File: config.mk
export PLATFORM = sky130hd
export DESIGN_NAME = signed_decimal_display_flat
export DESIGN_NICKNAME = d
export VERILOG_FILES = /design/src/rtl/signed_decimal_display_pkg.sv /design/src/rtl/signed_decimal_display_if.sv /design/src/rtl/seven_segment.sv /design/src/rtl/signed_decimal_display_bcd_shift_step.sv /design/src/rtl/signed_decimal_display.sv /design/src/flat_wrapper.sv
export SDC_FILE = /design/constraint.sdc
export NUM_CORES = 1
export LEC_CHECK = 0
export ABC_AREA = 1
export CORE_MARGIN = 1
export CORE_UTILIZATION = 46
export CTS_BUF_LIST = sky130_fd_sc_hd__clkbuf_4 sky130_fd_sc_hd__clkbuf_8 sky130_fd_sc_hd__clkbuf_16
export CTS_CLUSTER_DIAMETER = 150
export DETAILED_ROUTE_END_ITERATION = 12
export PLACE_DENSITY_LB_ADDON = 0.08
export RECOVER_POWER = 25
export SLEW_MARGIN = 30
export SYNTH_ARGS = -nofsm -noshare
export SYNTH_HDL_FRONTEND = slang
export SYNTH_SLANG_ARGS = --single-unit
File: constraint.sdc
create_clock -name clk -period 1.3 [get_ports clk]
set_input_delay 0.195 -clock clk [delete_from_list [all_inputs] [get_ports clk]]
set_output_delay 0.195 -clock clk [all_outputs]
set_load 0.01 [all_outputs]
File: src/rtl/signed_decimal_display_pkg.sv
// Shared constants for the signed decimal display path: segment patterns and FSM encoding.
// Segments are active-high, bit order {g,f,e,d,c,b,a}.
package signed_decimal_display_pkg;

    localparam logic [6:0] SEG_BLANK = 7'h00;
    localparam logic [6:0] SEG_MINUS = 7'h40;
    // Overflow marker: top, middle and bottom bars, distinct from the minus sign.
    localparam logic [6:0] SEG_DASH  = 7'h49;

    typedef enum logic [1:0] {
        IDLE  = 2'd0,
        SHIFT = 2'd1,
        DONE  = 2'd2
    } state_t;

endpackage

File: src/rtl/signed_decimal_display_if.sv
// Request/result bundle between a display client and signed_decimal_display.
interface signed_decimal_display_if #(
    parameter int WIDTH  = 8,
    parameter int DIGITS = 3
);
    logic                  start;
    logic [WIDTH-1:0]      val;
    logic                  busy;
    logic                  done;
    logic                  overflow;
    logic [6:0]            seg7_neg_sign;
    logic [7*DIGITS-1:0]   seg7_digits;

    modport master (
        output start, val,
        input  busy, done, overflow, seg7_neg_sign, seg7_digits
    );

    modport slave (
        input  start, val,
        output busy, done, overflow, seg7_neg_sign, seg7_digits
    );
endinterface

File: src/rtl/seven_segment.sv
// 4-bit BCD digit to active-high seven-segment pattern {g,f,e,d,c,b,a}; non-decimal codes blank.
module seven_segment (
    input  logic [3:0] digit,
    output logic [6:0] seg
);
    always_comb begin
        seg = 7'h00;
        case (digit)
            4'd0: seg = 7'h3F;
            4'd1: seg = 7'h06;
            4'd2: seg = 7'h5B;
            4'd3: seg = 7'h4F;
            4'd4: seg = 7'h66;
            4'd5: seg = 7'h6D;
            4'd6: seg = 7'h7D;
            4'd7: seg = 7'h07;
            4'd8: seg = 7'h7F;
            4'd9: seg = 7'h6F;
            default: seg = 7'h00;
        endcase
    end
endmodule

File: src/rtl/signed_decimal_display_bcd_shift_step.sv
// One double-dabble iteration: add 3 to every nibble >= 5, then shift left pulling in bit_in.
module bcd_shift_step #(
    parameter int DIGITS = 3
) (
    input  logic [4*DIGITS-1:0] bcd_in,
    input  logic                bit_in,
    output logic [4*DIGITS-1:0] bcd_out,
    output logic                carry_out
);
    logic [4*DIGITS-1:0] adj;

    for (genvar g = 0; g < DIGITS; g++) begin : g_nib
        assign adj[4*g +: 4] = (bcd_in[4*g +: 4] >= 4'd5) ? bcd_in[4*g +: 4] + 4'd3
                                                         : bcd_in[4*g +: 4];
    end

    // The bit pushed out of the top nibble means the value no longer fits in DIGITS digits.
    assign {carry_out, bcd_out} = {adj, bit_in};
endmodule

File: src/rtl/signed_decimal_display.sv
// Sequential signed binary to DIGITS-digit seven-segment converter using an iterative
// double-dabble engine; results are held in display registers while the next one runs.
module signed_decimal_display
    import signed_decimal_display_pkg::*;
#(
    parameter int WIDTH         = 8,
    parameter int DIGITS        = 3,
    parameter bit BLANK_LEADING = 1'b1
) (
    input  logic                     clk,
    input  logic                     rst_n,
    signed_decimal_display_if.slave  dbus
);
    localparam int CW = $clog2(WIDTH + 1);
    localparam int BW = 4 * DIGITS;
    localparam logic [CW-1:0] LAST = CW'(WIDTH - 1);

    state_t              state, state_nxt;
    logic [CW-1:0]       cnt;
    logic [WIDTH-1:0]    mag;
    logic [BW-1:0]       bcd, bcd_step;
    logic                carry, ovf_acc, sign_w;
    logic                disp_sign, disp_ovf, done_r;
    logic [BW-1:0]       disp_bcd;
    logic [DIGITS-1:0][6:0] seg_raw, seg_out;

    bcd_shift_step #(.DIGITS(DIGITS)) u_step (
        .bcd_in    (bcd),
        .bit_in    (mag[WIDTH-1]),
        .bcd_out   (bcd_step),
        .carry_out (carry)
    );

    always_ff @(posedge clk or negedge rst_n) begin
        if (!rst_n) state <= IDLE;
        else        state <= state_nxt;
    end

    always_comb begin
        state_nxt = state;
        case (state)
            IDLE:    if (dbus.start) state_nxt = SHIFT;
            SHIFT:   if (cnt == LAST) state_nxt = DONE;
            DONE:    state_nxt = IDLE;
            default: state_nxt = IDLE;
        endcase
    end

    always_ff @(posedge clk or negedge rst_n) begin
        if (!rst_n) begin
            cnt       <= '0;
            mag       <= '0;
            bcd       <= '0;
            ovf_acc   <= 1'b0;
            sign_w    <= 1'b0;
            disp_sign <= 1'b0;
            disp_ovf  <= 1'b0;
            disp_bcd  <= '0;
            done_r    <= 1'b0;
        end else begin
            done_r <= (state == DONE);
            case (state)
                IDLE: if (dbus.start) begin
                    sign_w  <= dbus.val[WIDTH-1];
                    // Unsigned WIDTH-bit magnitude keeps -2^(WIDTH-1) exact.
                    mag     <= dbus.val[WIDTH-1] ? (~dbus.val + 1'b1) : dbus.val;
                    bcd     <= '0;
                    cnt     <= '0;
                    ovf_acc <= 1'b0;
                end
                SHIFT: begin
                    bcd <= bcd_step;
                    mag <= {mag[WIDTH-2:0], 1'b0};
                    cnt <= cnt + 1'b1;
                    if (carry) ovf_acc <= 1'b1;
                end
                DONE: begin
                    disp_sign <= sign_w;
                    disp_bcd  <= bcd;
                    disp_ovf  <= ovf_acc;
                end
                default: ;
            endcase
        end
    end

    for (genvar g = 0; g < DIGITS; g++) begin : g_seg
        seven_segment u_seg (
            .digit (disp_bcd[4*g +: 4]),
            .seg   (seg_raw[g])
        );
    end

    // lz[i]: digits i and above are all zero, so digit i is a leading zero.
    always_comb begin
        logic [DIGITS:0] lz;
        lz = '0;
        lz[DIGITS] = 1'b1;
        seg_out = '0;
        for (int i = DIGITS - 1; i >= 0; i--)
            lz[i] = lz[i+1] && (disp_bcd[4*i +: 4] == 4'd0);
        for (int i = 0; i < DIGITS; i++) begin
            if (disp_ovf)                           seg_out[i] = SEG_DASH;
            else if (BLANK_LEADING && i > 0 && lz[i]) seg_out[i] = SEG_BLANK;
            else                                    seg_out[i] = seg_raw[i];
        end
    end

    assign dbus.busy          = (state != IDLE);
    assign dbus.done          = done_r;
    assign dbus.overflow      = disp_ovf;
    assign dbus.seg7_neg_sign = disp_sign ? SEG_MINUS : SEG_BLANK;
    assign dbus.seg7_digits   = seg_out;
endmodule
File: src/flat_wrapper.sv
// flat-port wrapper written by rule: the top's interface ports become plain ports
module signed_decimal_display_flat import signed_decimal_display_pkg::*;
#(
    parameter int WIDTH         = 8,
    parameter int DIGITS        = 3,
    parameter bit BLANK_LEADING = 1'b1
)
  (clk, rst_n, dbus_start, dbus_val, dbus_busy, dbus_done, dbus_overflow, dbus_seg7_neg_sign, dbus_seg7_digits);
  signed_decimal_display_if #(.WIDTH(WIDTH), .DIGITS(DIGITS)) dbus_i ();
  input  logic clk;
  input  logic rst_n;
  input wire logic [$bits(dbus_i.start)-1:0] dbus_start;
  input wire logic [$bits(dbus_i.val)-1:0] dbus_val;
  output wire logic [$bits(dbus_i.busy)-1:0] dbus_busy;
  output wire logic [$bits(dbus_i.done)-1:0] dbus_done;
  output wire logic [$bits(dbus_i.overflow)-1:0] dbus_overflow;
  output wire logic [$bits(dbus_i.seg7_neg_sign)-1:0] dbus_seg7_neg_sign;
  output wire logic [$bits(dbus_i.seg7_digits)-1:0] dbus_seg7_digits;
  assign dbus_i.start = dbus_start;
  assign dbus_i.val = dbus_val;
  assign dbus_busy = dbus_i.busy;
  assign dbus_done = dbus_i.done;
  assign dbus_overflow = dbus_i.overflow;
  assign dbus_seg7_neg_sign = dbus_i.seg7_neg_sign;
  assign dbus_seg7_digits = dbus_i.seg7_digits;
  signed_decimal_display #(.WIDTH(WIDTH), .DIGITS(DIGITS), .BLANK_LEADING(BLANK_LEADING)) u_core (.clk(clk), .rst_n(rst_n), .dbus(dbus_i));
endmodule
==> impl_results.md, run 1 <==
* Avg Synthesized Cell Area at 7.62 µm²
* Worst Tran Pin Value at 0.577 ns
* CP Max Fanout at 3
* Run status: complete, but fails checks
* Core Region at 5540 µm²
* CTS tree: yes
* Clock Sinks at 43
* Initial Utilization at 48.1%
* Cell variety after synth at 28
* RSZ-0062 raised after global routing: yes
* Hold Startpoint: u_core.mag[7]
* Die height at 78.2 µm
* Vias per cell at 4.95
* WP data arrival at 1.57 ns
* # nets final at 489
* Initial DRT Pass Iterations at 6
* Ant. Diodes at 0
* Clock buffer depth at 2
* CTS root buffer: clkbuf_8
* Antenna violations before repair at 0
* Clock Skews at 0.00616 ns
* Port Buf Inserts at 35
* Setup violations, final at 21
* Relative slew slack at 61.5%
* CP max stage delay at 0.40 ns
* Fmax at 566 MHz
* Area of the multi-input gates at 1660 µm²
* Mapped cell area at 2670 µm²
* Crit-path cells: inv_2 -> ha_4 -> nand2_4 -> nor2_4 -> nand3_4 -> nand2_4 -> o21ai_2 -> buf_2
* DP HPWL at 4210 µm
* Grt met2 use at 41.5%
* Number of global-route vias before repair at 2499
* Part of the cycle the worst path needs at 136%
* Worst slack at placement at -0.577 ns
* Delay-heaviest family, CP: flip-flops
* Worst-path clk slew at 0.08 ns
* Crit-path slowest cell: dfrtp_1
* Post-route insts no fill at 529
* Mapped Cells at 350
* Total Wirelength at 6530 µm
* Clk_lat worst skew at 0.29 ns
* Grt met1 use at 24.3%
* Final slew viol count at 0
* Hold crit path type: reg -> reg
* Synth Warn # at 0
* Largest net degree at the start of global routing at 44
* Via count at 2620
* Failing checks: negative setup slack
* Drc violations at 0
* Crit path from: u_core.disp_bcd[8]
* Fillers at 430
* PwrDens at 2160 nW/µm²
* Worst Path Required at 1.11 ns
* Tot GR Track Use at 21.7%
* Critical path's most frequent cell: nand2_4
* Post-Place Cells at 497
* GPL Wtd Cong at 0.793
* Routed len/inst at 12.3 µm
* First-pass GRT wire length at 10600 µm
* CP endpoint kind: output port
* Layout cells sized above 1 at 38.9%
* P&R area growth vs syn at 49.3%
* Max H-tree Level at 2
* Setup Crit Path Kind: reg -> out
* GRT overflow at 0
* Fin crit period at 1.77 ns
* Buffers and inverters on the worst path at 2
* Final Hold Violating Endpoints at 0
* Hold Slack at 0.503 ns
* DIE WIDTH at 78.2 µm
* Routed Antenna Nets at 0
* P_leak at 1.98 nW
* Grt peak-use layer: met2
* RR Startpoint: u_core.bcd[8]
* FF+latch count, synth at 43
* Drt initial violations at 123
* Fin worst setup slack at -0.467 ns
* Max-cap violations at 0
* Seq/Total Area, Yosys at 40.3%
* Reg area at 1080 µm²
* # rows at 27
* VDD IR max at 0.00107 V
* Met3 Resource Use GR at 3.49%
* Crit start category: flip-flop
* Io pins at 42
* Die Footprint at 6110 µm²
* TritonCTS buffer count at 5
cells in the mapped netlist:
master	instances	area, µm²
a211oi_1	1	7.51
a21oi_1	14	70.1
a22o_1	1	8.76
a22oi_1	5	37.5
a31oi_1	2	12.5
buf_2	4	20.0
buf_4	10	75.1
conb_1	1	3.75
dfrtp_1	43	1080
ha_1	22	275
inv_1	42	158
inv_2	5	18.8
nand2_1	78	293
nand2_2	1	6.26
nand3_1	17	85.1
nand4_1	1	6.26
nor2_1	36	135
nor2_2	1	6.26
nor3_1	2	10.0
o211ai_1	2	15.0
o21ai_0	20	100
o21ai_1	27	135
o21ai_2	1	8.76
o21bai_1	3	22.5
o22ai_1	5	31.3
or2_1	1	6.26
xnor2_1	1	8.76
xor2_1	4	35.0
worst reg2reg max path: cells and delay by family (launching register included):
| family | cells | cell delay (ns) |
|---|---|---|
| AO/OA/AOI/OAI | 1 | 0.06 |
| adder cells (fa/ha/maj) | 1 | 0.19 |
| buffers and inverters | 2 | 0.14 |
| flip-flops | 1 | 0.43 |
| AND/OR/NAND/NOR | 4 | 0.30 |
area by class of cell:
| cell class | count | area share, % |
|---|---|---|
| Clock buffer | 6 | 2.07 |
| Clock inverter | 2 | 0.880 |
| Inverter | 47 | 4.62 |
| Multi-Input combinational cell | 251 | 41.6 |
| Sequential cell | 43 | 27.0 |
| Tap cell | 72 | 2.26 |
| Timing Repair Buffer | 108 | 21.5 |
power by group:
group	internal, W	switching, W
Sequential	0.00187	0.000460
Combinational	0.00249	0.00272
Clock	0.000622	0.000446
placed cells by master (no fill, tap or decap), types with 10 or more instances in the layout:
cell,count
inv_2,17
buf_6,11
ha_1,13
buf_4,61
nor2_1,23
o21ai_1,25
dfrtp_1,43
nand3_1,12
o21ai_2,11
buf_2,19
inv_1,28
o21ai_0,10
nand2_1,71
cell families after synthesis:
kind of cell | after synthesis | share of synthesized area [%]
other | 1 | 0.141
xor gates and xnor gates | 5 | 1.64
DFF | 43 | 40.3
AOI/OAI and AO/OA | 81 | 16.8
buffers and inverters | 61 | 10.2
and+or+nand+nor | 137 | 20.5
adders and majority gates | 22 | 10.3
metrics by stage:
step / area (µm²) / utilization (%) / total power, W / setup TNS (ns)
finish: 3980 / 71.9 / 0.00861 / -8.43
global route: 3980 / 71.9 / 0.00931 / -9.99
CTS: 3820 / 68.9 / 0.00803 / -8.27
detailed placement: 3500 / 63.3 / 0.00655 / -10.78
global placement: 3500 / 63.3 / 0.00643 / -9.92
floorplan: 2760 / - / 0.00480 / -0.256
layer usage:
layer	wire [µm]	part of all wire (%)
met5	0	0
met4	97	1.5
met3	219	3.4
met2	3370	52
met1	2850	44
flip-flops by register name (all words and copies together), names as in the netlist:
name and count:
u_core.ovf_acc 1, u_core.disp_bcd 12, u_core.dbus.done 1, u_core.cnt 4, u_core.dbus.overflow 1, u_core.state 2
u_core.bcd 12, u_core.disp_sign 1, u_core.sign_w 1, u_core.mag 8
final timing paths:
check	to	slack (ns)	depth (start not counted)
setup / recovery	dbus_seg7_digits[13]	-0.47	8
hold / removal	u_core.bcd[0]	0.50	2
setup reg to reg	u_core.bcd[9]	0.08	8
hold reg to reg	u_core.bcd[0]	0.50	2
max in group asynchronous	u_core.sign_w	0.37	3
min in group asynchronous	u_core.cnt[3]	0.53	3
repair_timing:
| item | 4_1_cts | 5_1_grt |
|---|---|---|
| gates cloned | 0 | 0 |
| pin swaps | 26 | 27 |
| hold buffers | 1 | 0 |
| resized for setup | 134 | 44 |
| buffers inserted | 17 | 6 |
| hold endpoints to repair | 43 | 0 |
| setup endpoints to repair | 25 | 32 |
No activity file was read; power rests on OpenSTA's default activity.
==> run 2, diff against run 1 <==
==> constraint.sdc (replaced) <==
create_clock -name clk -period 1.59 [get_ports clk]
set_input_delay 0.2385 -clock clk [delete_from_list [all_inputs] [get_ports clk]]
set_output_delay 0.2385 -clock clk [all_outputs]
set_load 0.01 [all_outputs]
==> run 2 against run 1 <==
The run still ends with negative setup slack left. Setup slack improved by 0.27 ns. Register-to-register slack gained 0.14 ns. Count of clock-buffer cells in the layout stayed put. Die area unchanged. Critical path type unchanged. Largest power group unchanged.
==> impl_results.md, run 2 (synthesis gave the netlist of run 1 again) <==
* Run status: complete, but fails checks
* Failing checks: negative setup slack
* Top flop regs: u_core.bcd x12, u_core.disp_bcd x12, u_core.mag x8
* Met3 Resource Use GR at 3.49% (unchanged)
* Part of the cycle the worst path needs at 112%
* Post-Place Cells at 482 (-3.0%)
* Hold Slack at 0.204 ns (-0.299 ns)
* Grt met1 use at 24.7% (+0.47 points)
* Largest net degree at the start of global routing at 44 (unchanged)
* Die Footprint at 6110 µm² (unchanged)
* Gate power share at 57.6% (-3.0 points)
* Grt peak-use layer: met2
* CTS tree: yes
* Vias per cell at 4.97 (+0.35%)
* Total Wirelength at 6000 µm (-8.1%)
* Initial Utilization at 48.1% (unchanged)
* GRT overflow at 0 (unchanged)
* Final setup TNS at -2.55 ns (+5.88 ns)
* Initial DRT Pass Iterations at 4 (-2)
* Number of global-route vias before repair at 2296 (-8.1%)
* TritonCTS buffer count at 5 (unchanged)
* Layout cells sized above 1 at 30.6% (-8.3 points)
* WP data arrival at 1.55 ns (-0.02 ns)
* DIE WIDTH at 78.2 µm (unchanged)
* Drc violations at 0 (unchanged)
* Commonest cells after routing, fill and taps aside: 73 x nand2_1, 43 x buf_4, 42 x dfrtp_1
* Clock buffer depth at 2 (unchanged)
* Tot GR Track Use at 20.7% (-1.0 points)
* Io pins at 42 (unchanged)
* CP Max Fanout at 3 (unchanged)
* VDD IR max at 0.000891 V (-16%)
* Hold crit path type: in -> async
* Switch Pwr at 0.00269 W (-26%)
* Relative slew slack at 29.6% (-32 points)
* Fmax at 560 MHz
* # nets final at 464 (-5.1%)
* Fillers at 511 (+19%)
* Die height at 78.2 µm (unchanged)
* First-pass GRT wire length at 10100 µm (-5.1%)
* Final Hold Violating Endpoints at 0 (unchanged)
* Worst-path clk slew at 0.08 ns (about the same)
* Net switching fraction of the power at 43.5% (+1.3 points)
* Worst Path Required at 1.35 ns (+0.24 ns)
* Setup Crit Path Kind: reg -> out
* RSZ-0062 raised after global routing: yes
* Clock Sinks at 43 (unchanged)
* P_leak at 1.80 nW (-8.8%)
* Drt initial violations at 113 (-8.1%)
* Internal power at 0.00350 W (-30%)
* CTS root buffer: clkbuf_8
* Routed Antenna Nets at 0 (unchanged)
* Worst Tran Pin Value at 1.06 ns (+0.478 ns)
* Final slew viol count at 0 (unchanged)
* Max H-tree Level at 2 (unchanged)
* R2R cell count at 8 (unchanged)
* P&R area growth vs syn at 34.3%
* DP HPWL at 3910 µm (-7.0%)
* Via count at 2500 (-4.6%)
* Total power at 0.00619 W (-28%)
* Max-cap violations at 0 (unchanged)
* Fin crit period at 1.79 ns
* Worst r2r dst: u_core.bcd[9]
* PwrDens at 1730 nW/µm² (-20%)
* GPL Wtd Cong at 0.767 (-3.3%)
* Ant. Diodes at 0 (unchanged)
* Setup violations, final at 20 (-4.8%)
* Final core occ at 64.7% (-7.2 points)
* Fin worst setup slack at -0.196 ns (+0.271 ns)
* Hold_buf cts at 0 (-1)
* Core Region at 5540 µm² (unchanged)
* CP endpoint kind: output port
* Clk pwr share at 11.2% (-1.2 points)
* RR Startpoint: u_core.bcd[8]
* Commonest non-fill, non-tap cell in the layout: nand2_1
* Port Buf Inserts at 35 (unchanged)
* Crit start category: flip-flop
* Routed len/inst at 11.9 µm (-3.3%)
* R2r setup slk at 0.22 ns (+0.14 ns)
* Grt met2 use at 37.2% (-4.3 points)
* Antenna violations before repair at 0 (unchanged)
* Post-route insts no fill at 503 (-4.9%)
* # rows at 27 (unchanged)
* Clk_lat worst skew at 0.29 ns (about the same)
* Clock Skews at 0.00435 ns (-0.00181 ns)
* Reg power frac at 31.2% (+4.2 points)
[run 2: layout make-up]
class	count	area [µm²]	share of cell area, %
Timing Repair Buffer	83	614	17.1
Multi-Input combinational cell	251	1530	42.8
Sequential cell	43	1080	30.1
Inverter	47	179	4.99
Tap cell	72	90.1	2.51
Clock buffer	6	82.6	2.31
Clock inverter	1	5.00	0.140
[run 2: how the worst max path moves through the flow]
stage | from | end | slack [ns] | cells past startpoint
after floorplan | u_core.disp_bcd[9] | dbus_seg7_digits[15] | 0.12 | 6
after global placement | u_core.disp_bcd[8] | dbus_seg7_digits[16] | -0.27 | 7
after detailed placement | u_core.disp_bcd[8] | dbus_seg7_digits[19] | -0.32 | 7
after CTS | u_core.disp_bcd[9] | dbus_seg7_digits[13] | -0.17 | 8
after global routing | u_core.disp_bcd[8] | dbus_seg7_digits[16] | -0.30 | 7
final | u_core.disp_bcd[8] | dbus_seg7_digits[15] | -0.20 | 7
[run 2: routing by layer]
metal	share of wire, %	wire [µm]
met1	45	2700
met2	49	2960
met3	3.9	232
met4	1.9	116
met5	0	0
[run 2: stage by stage]
step | setup slack, ns | cell area, µm²
detailed placement | -0.321 | 3280
floorplan | 0.120 | 2690
finish | -0.196 | 3580
global route | -0.299 | 3580
global placement | -0.274 | 3280
CTS | -0.170 | 3460
[run 2: power by group through the flow]
stage	Sequential [W]	Combinational (W)	Clock [W]
final	0.00193	0.00357	0.000692
after floorplan	0.00187	0.00191	0
after global routing	0.00200	0.00399	0.000766
after global placement	0.00192	0.00302	0
after detailed placement	0.00193	0.00308	0
after CTS	0.00192	0.00326	0.000716
[run 2: critical path: stages, from the launching register on]
cell and delay, ns:
dfrtp_1 0.40, inv_2 0.08, ha_4 0.17, nand2_4 0.08, o21ai_2 0.06, or2_1 0.24, nor2_1 0.10, buf_2 0.13
[run 2: repair_timing]
action / 4_1_cts / 5_1_grt
setup buffers: 8 / 6
gates resized for setup: 130 / 29
pin swaps: 19 / 21
endpoints found under the setup margin: 22 / 22
==> run 3, diff against run 2 <==
--- a/config.mk
+++ b/config.mk
@@ -9,8 +9,9 @@
 export CORE_MARGIN = 1
 export CORE_UTILIZATION = 46
 export CTS_BUF_LIST = sky130_fd_sc_hd__clkbuf_4 sky130_fd_sc_hd__clkbuf_8 sky130_fd_sc_hd__clkbuf_16
-export CTS_CLUSTER_DIAMETER = 150
 export DETAILED_ROUTE_END_ITERATION = 12
+export GPL_TIMING_DRIVEN = 0
+export HOLD_SLACK_MARGIN = 0.06
 export PLACE_DENSITY_LB_ADDON = 0.08
 export RECOVER_POWER = 25
 export SLEW_MARGIN = 30
==> run 3 against run 2 <==
The flow still finishes with violations (negative setup slack). Utilization up 0.47 points. Non-clock buffer count shrank 6. Final area grew 0.73%. Clock skew increased by 0.0025 ns. Final cell count shrank 0.99%. Via count shrank 1.2%. Global-route usage rose by 0.43 points. Wire length shrank 0.77%. Total power increased by 0.77%. Worst hold slack gained 0.13 ns. Critical path depth increased by 2. Setup slack got worse by 0.027 ns.
==> impl_results.md, run 3 (synthesis gave the netlist of run 1 again) <==
* Internal power at 0.00357 W (+2.1%)
* CP Max Fanout at 3 (unchanged)
* Clock Sinks at 43 (unchanged)
* First-pass GRT wire length at 10400 µm (+3.0%)
* VDD IR max at 0.000957 V (+7.4%)
* Commonest non-fill, non-tap cell in the layout: nand2_1
* Clock Skews at 0.00686 ns (+0.00251 ns)
* RSZ-0062 raised after global routing: yes
* Number of global-route vias before repair at 2385 (+3.9%)
* Tot GR Track Use at 21.2% (+0.43 points)
* TritonCTS buffer count at 5 (unchanged)
* Worst slack at placement at -0.461 ns (-0.140 ns)
* WP data arrival at 1.57 ns (+0.02 ns)
* # nets final at 458 (-1.3%)
* # rows at 27 (unchanged)
* Commonest cells after routing, fill and taps aside: 73 x nand2_1, 41 x dfrtp_1, 30 x inv_1, 30 x buf_4, 29 x nor2_1
* Die Footprint at 6110 µm² (unchanged)
* RR Startpoint: u_core.bcd[8]
* Gate power share at 54.5% (-3.1 points)
* Vias per cell at 4.96 (-0.17%)
* Setup violations, final at 17 (-15%)
* Initial Utilization at 48.1% (unchanged)
* Antenna violations before repair at 0 (unchanged)
* Clk_lat worst skew at 0.29 ns (about the same)
* P_leak at 1.81 nW (about the same)
* Final Hold Violating Endpoints at 0 (unchanged)
* Drc violations at 0 (unchanged)
* PwrDens at 1730 nW/µm² (about the same)
* GPL Wtd Cong at 0.829 (+8.1%)
* CP endpoint kind: output port
* Drt initial violations at 97 (-14%)
* DIE WIDTH at 78.2 µm (unchanged)
* GRT overflow at 0 (unchanged)
* Crit start category: flip-flop
* Io pins at 42 (unchanged)
* Worst Tran Pin Value at 0.579 ns (-0.476 ns)
* Initial DRT Pass Iterations at 4 (unchanged)
* Run status: complete, but fails checks
* Ant. Diodes at 0 (unchanged)
* Hold Startpoint: dbus_val[7]
* Die height at 78.2 µm (unchanged)
* Clk pwr share at 13.9% (+2.7 points)
* Largest net degree at the start of global routing at 18 (-59%)
* Net switching fraction of the power at 42.7% (-0.73 points)
* Max-cap violations at 0 (unchanged)
* Via count at 2471 (-1.2%)
* Max H-tree Level at 2 (unchanged)
* CTS tree: yes
* DP HPWL at 4050 µm (+3.6%)
* Worst-path clk slew at 0.08 ns (about the same)
* Core Region at 5540 µm² (unchanged)
* Clock buffer depth at 2 (unchanged)
* Fin crit period at 1.81 ns (+0.0265 ns)
* Setup Crit Path Kind: reg -> out
* Failing checks: negative setup slack
* Total Wirelength at 5960 µm (-0.77%)
* Top flop regs: u_core.bcd x12, u_core.disp_bcd x12, u_core.mag x8
* Final slew viol count at 0 (unchanged)
* Final setup TNS at -2.53 ns (+0.0175 ns)
* P&R area growth vs syn at 35.3%
* Relative slew slack at 61.4% (+32 points)
* CTS root buffer: clkbuf_8
* Routed len/inst at 12.0 µm (+0.23%)
* Worst Path Required at 1.35 ns (about the same)
* Reg power frac at 31.6% (+0.4 points)
* Layout cells sized above 1 at 31.2% (+0.59 points)
* Fillers at 477 (-6.7%)
* Hold EP: u_core.mag[3]
* Fmax at 552 MHz (-1.5%)
* Fin worst setup slack at -0.223 ns (-0.0265 ns)
* Switch Pwr at 0.00266 W (-0.92%)
* Worst hold stages at 4
* R2R cell count at 8 (unchanged)
* Routed Antenna Nets at 0 (unchanged)
* Hold crit path type: in -> reg
* Worst r2r dst: u_core.bcd[9]
* Part of the cycle the worst path needs at 114% (+1.7 points)
* Port Buf Inserts at 34 (-2.9%)
* R2r setup slk at 0.25 ns (+0.03 ns)
run 3: area by class of cell:
type                       count  area [µm²]  area share [%]
buffer                        14        95.1            2.64
clock buffer                   6        82.6            2.29
clock inverter                 2        35.0           0.971
inverter                      47         176            4.89
multi-input combinational    251        1560            43.2
sequential                    43        1080            29.9
tap                           72        90.1            2.50
timing repair buffer          63         492            13.6
run 3: metal layers:
| layer | global-route usage (%) | up-vias | share of wire [%] |
|---|---|---|---|
| met5 | 0 | - | 0 |
| met4 | 6.48 | 0 | 0.96 |
| met3 | 3.60 | 6 | 4.1 |
| met2 | 38.5 | 56 | 51 |
| met1 | 25.3 | 1139 | 44 |
| li1 | - | 1270 | - |
run 3: worst max-delay path, cell delays in order (launching register included):
cell	delay [ns]
dfrtp_1	0.40
inv_2	0.10
ha_4	0.15
nand2_4	0.06
nor2_4	0.09
nand3_2	0.10
buf_6	0.14
nand2_4	0.07
o21ai_2	0.05
buf_2	0.13
run 3: how the worst max path moves through the flow:
| stage | start | to | cells past startpoint |
|---|---|---|---|
| 2_1_floorplan | u_core.disp_bcd[9] | dbus_seg7_digits[15] | 6 |
| 3_3_place_gp | rst_n | u_core.dbus.done | 1 |
| 3_5_place_dp | u_core.disp_bcd[9] | dbus_seg7_digits[19] | 7 |
| 4_1_cts | u_core.disp_bcd[9] | dbus_seg7_digits[13] | 9 |
| 5_1_grt | u_core.disp_bcd[8] | dbus_seg7_digits[20] | 7 |
| 6_report | u_core.disp_bcd[8] | dbus_seg7_digits[13] | 9 |
run 3: timing repair:
| action | 4_1_cts | 5_1_grt |
|---|---|---|
| pin swaps | 16 | 20 |
| hold endpoints to repair | 10 | 0 |
| buffers inserted | 21 | 5 |
| gates resized for setup | 135 | 33 |
| hold buffers | 1 | 0 |
| setup endpoints to repair | 21 | 22 |
run 3: metrics by stage:
stage | instance area [µm²] | total power (W) | hold WS [ns] | std cells | utilization (%)
2_1_floorplan | 2690 | 0.00378 | -0.0571 | 355 | -
6_report | 3610 | 0.00623 | 0.335 | 498 | 65.1
4_1_cts | 3500 | 0.00595 | 0.320 | 493 | 63.1
3_5_place_dp | 3170 | 0.00471 | 0.148 | 463 | 57.2
5_1_grt | 3610 | 0.00681 | 0.346 | 498 | 65.1
3_3_place_gp | 3120 | 0.00463 | 0.480 | 461 | 56.3
run 3: power by group through the flow:
stage          logic (W)  clock network, W  registers [W]
2_1_floorplan    0.00191                 0        0.00187
3_3_place_gp     0.00268                 0        0.00195
3_5_place_dp     0.00275                 0        0.00196
4_1_cts          0.00310          0.000891        0.00195
5_1_grt          0.00384          0.000939        0.00203
6_report         0.00339          0.000866        0.00197
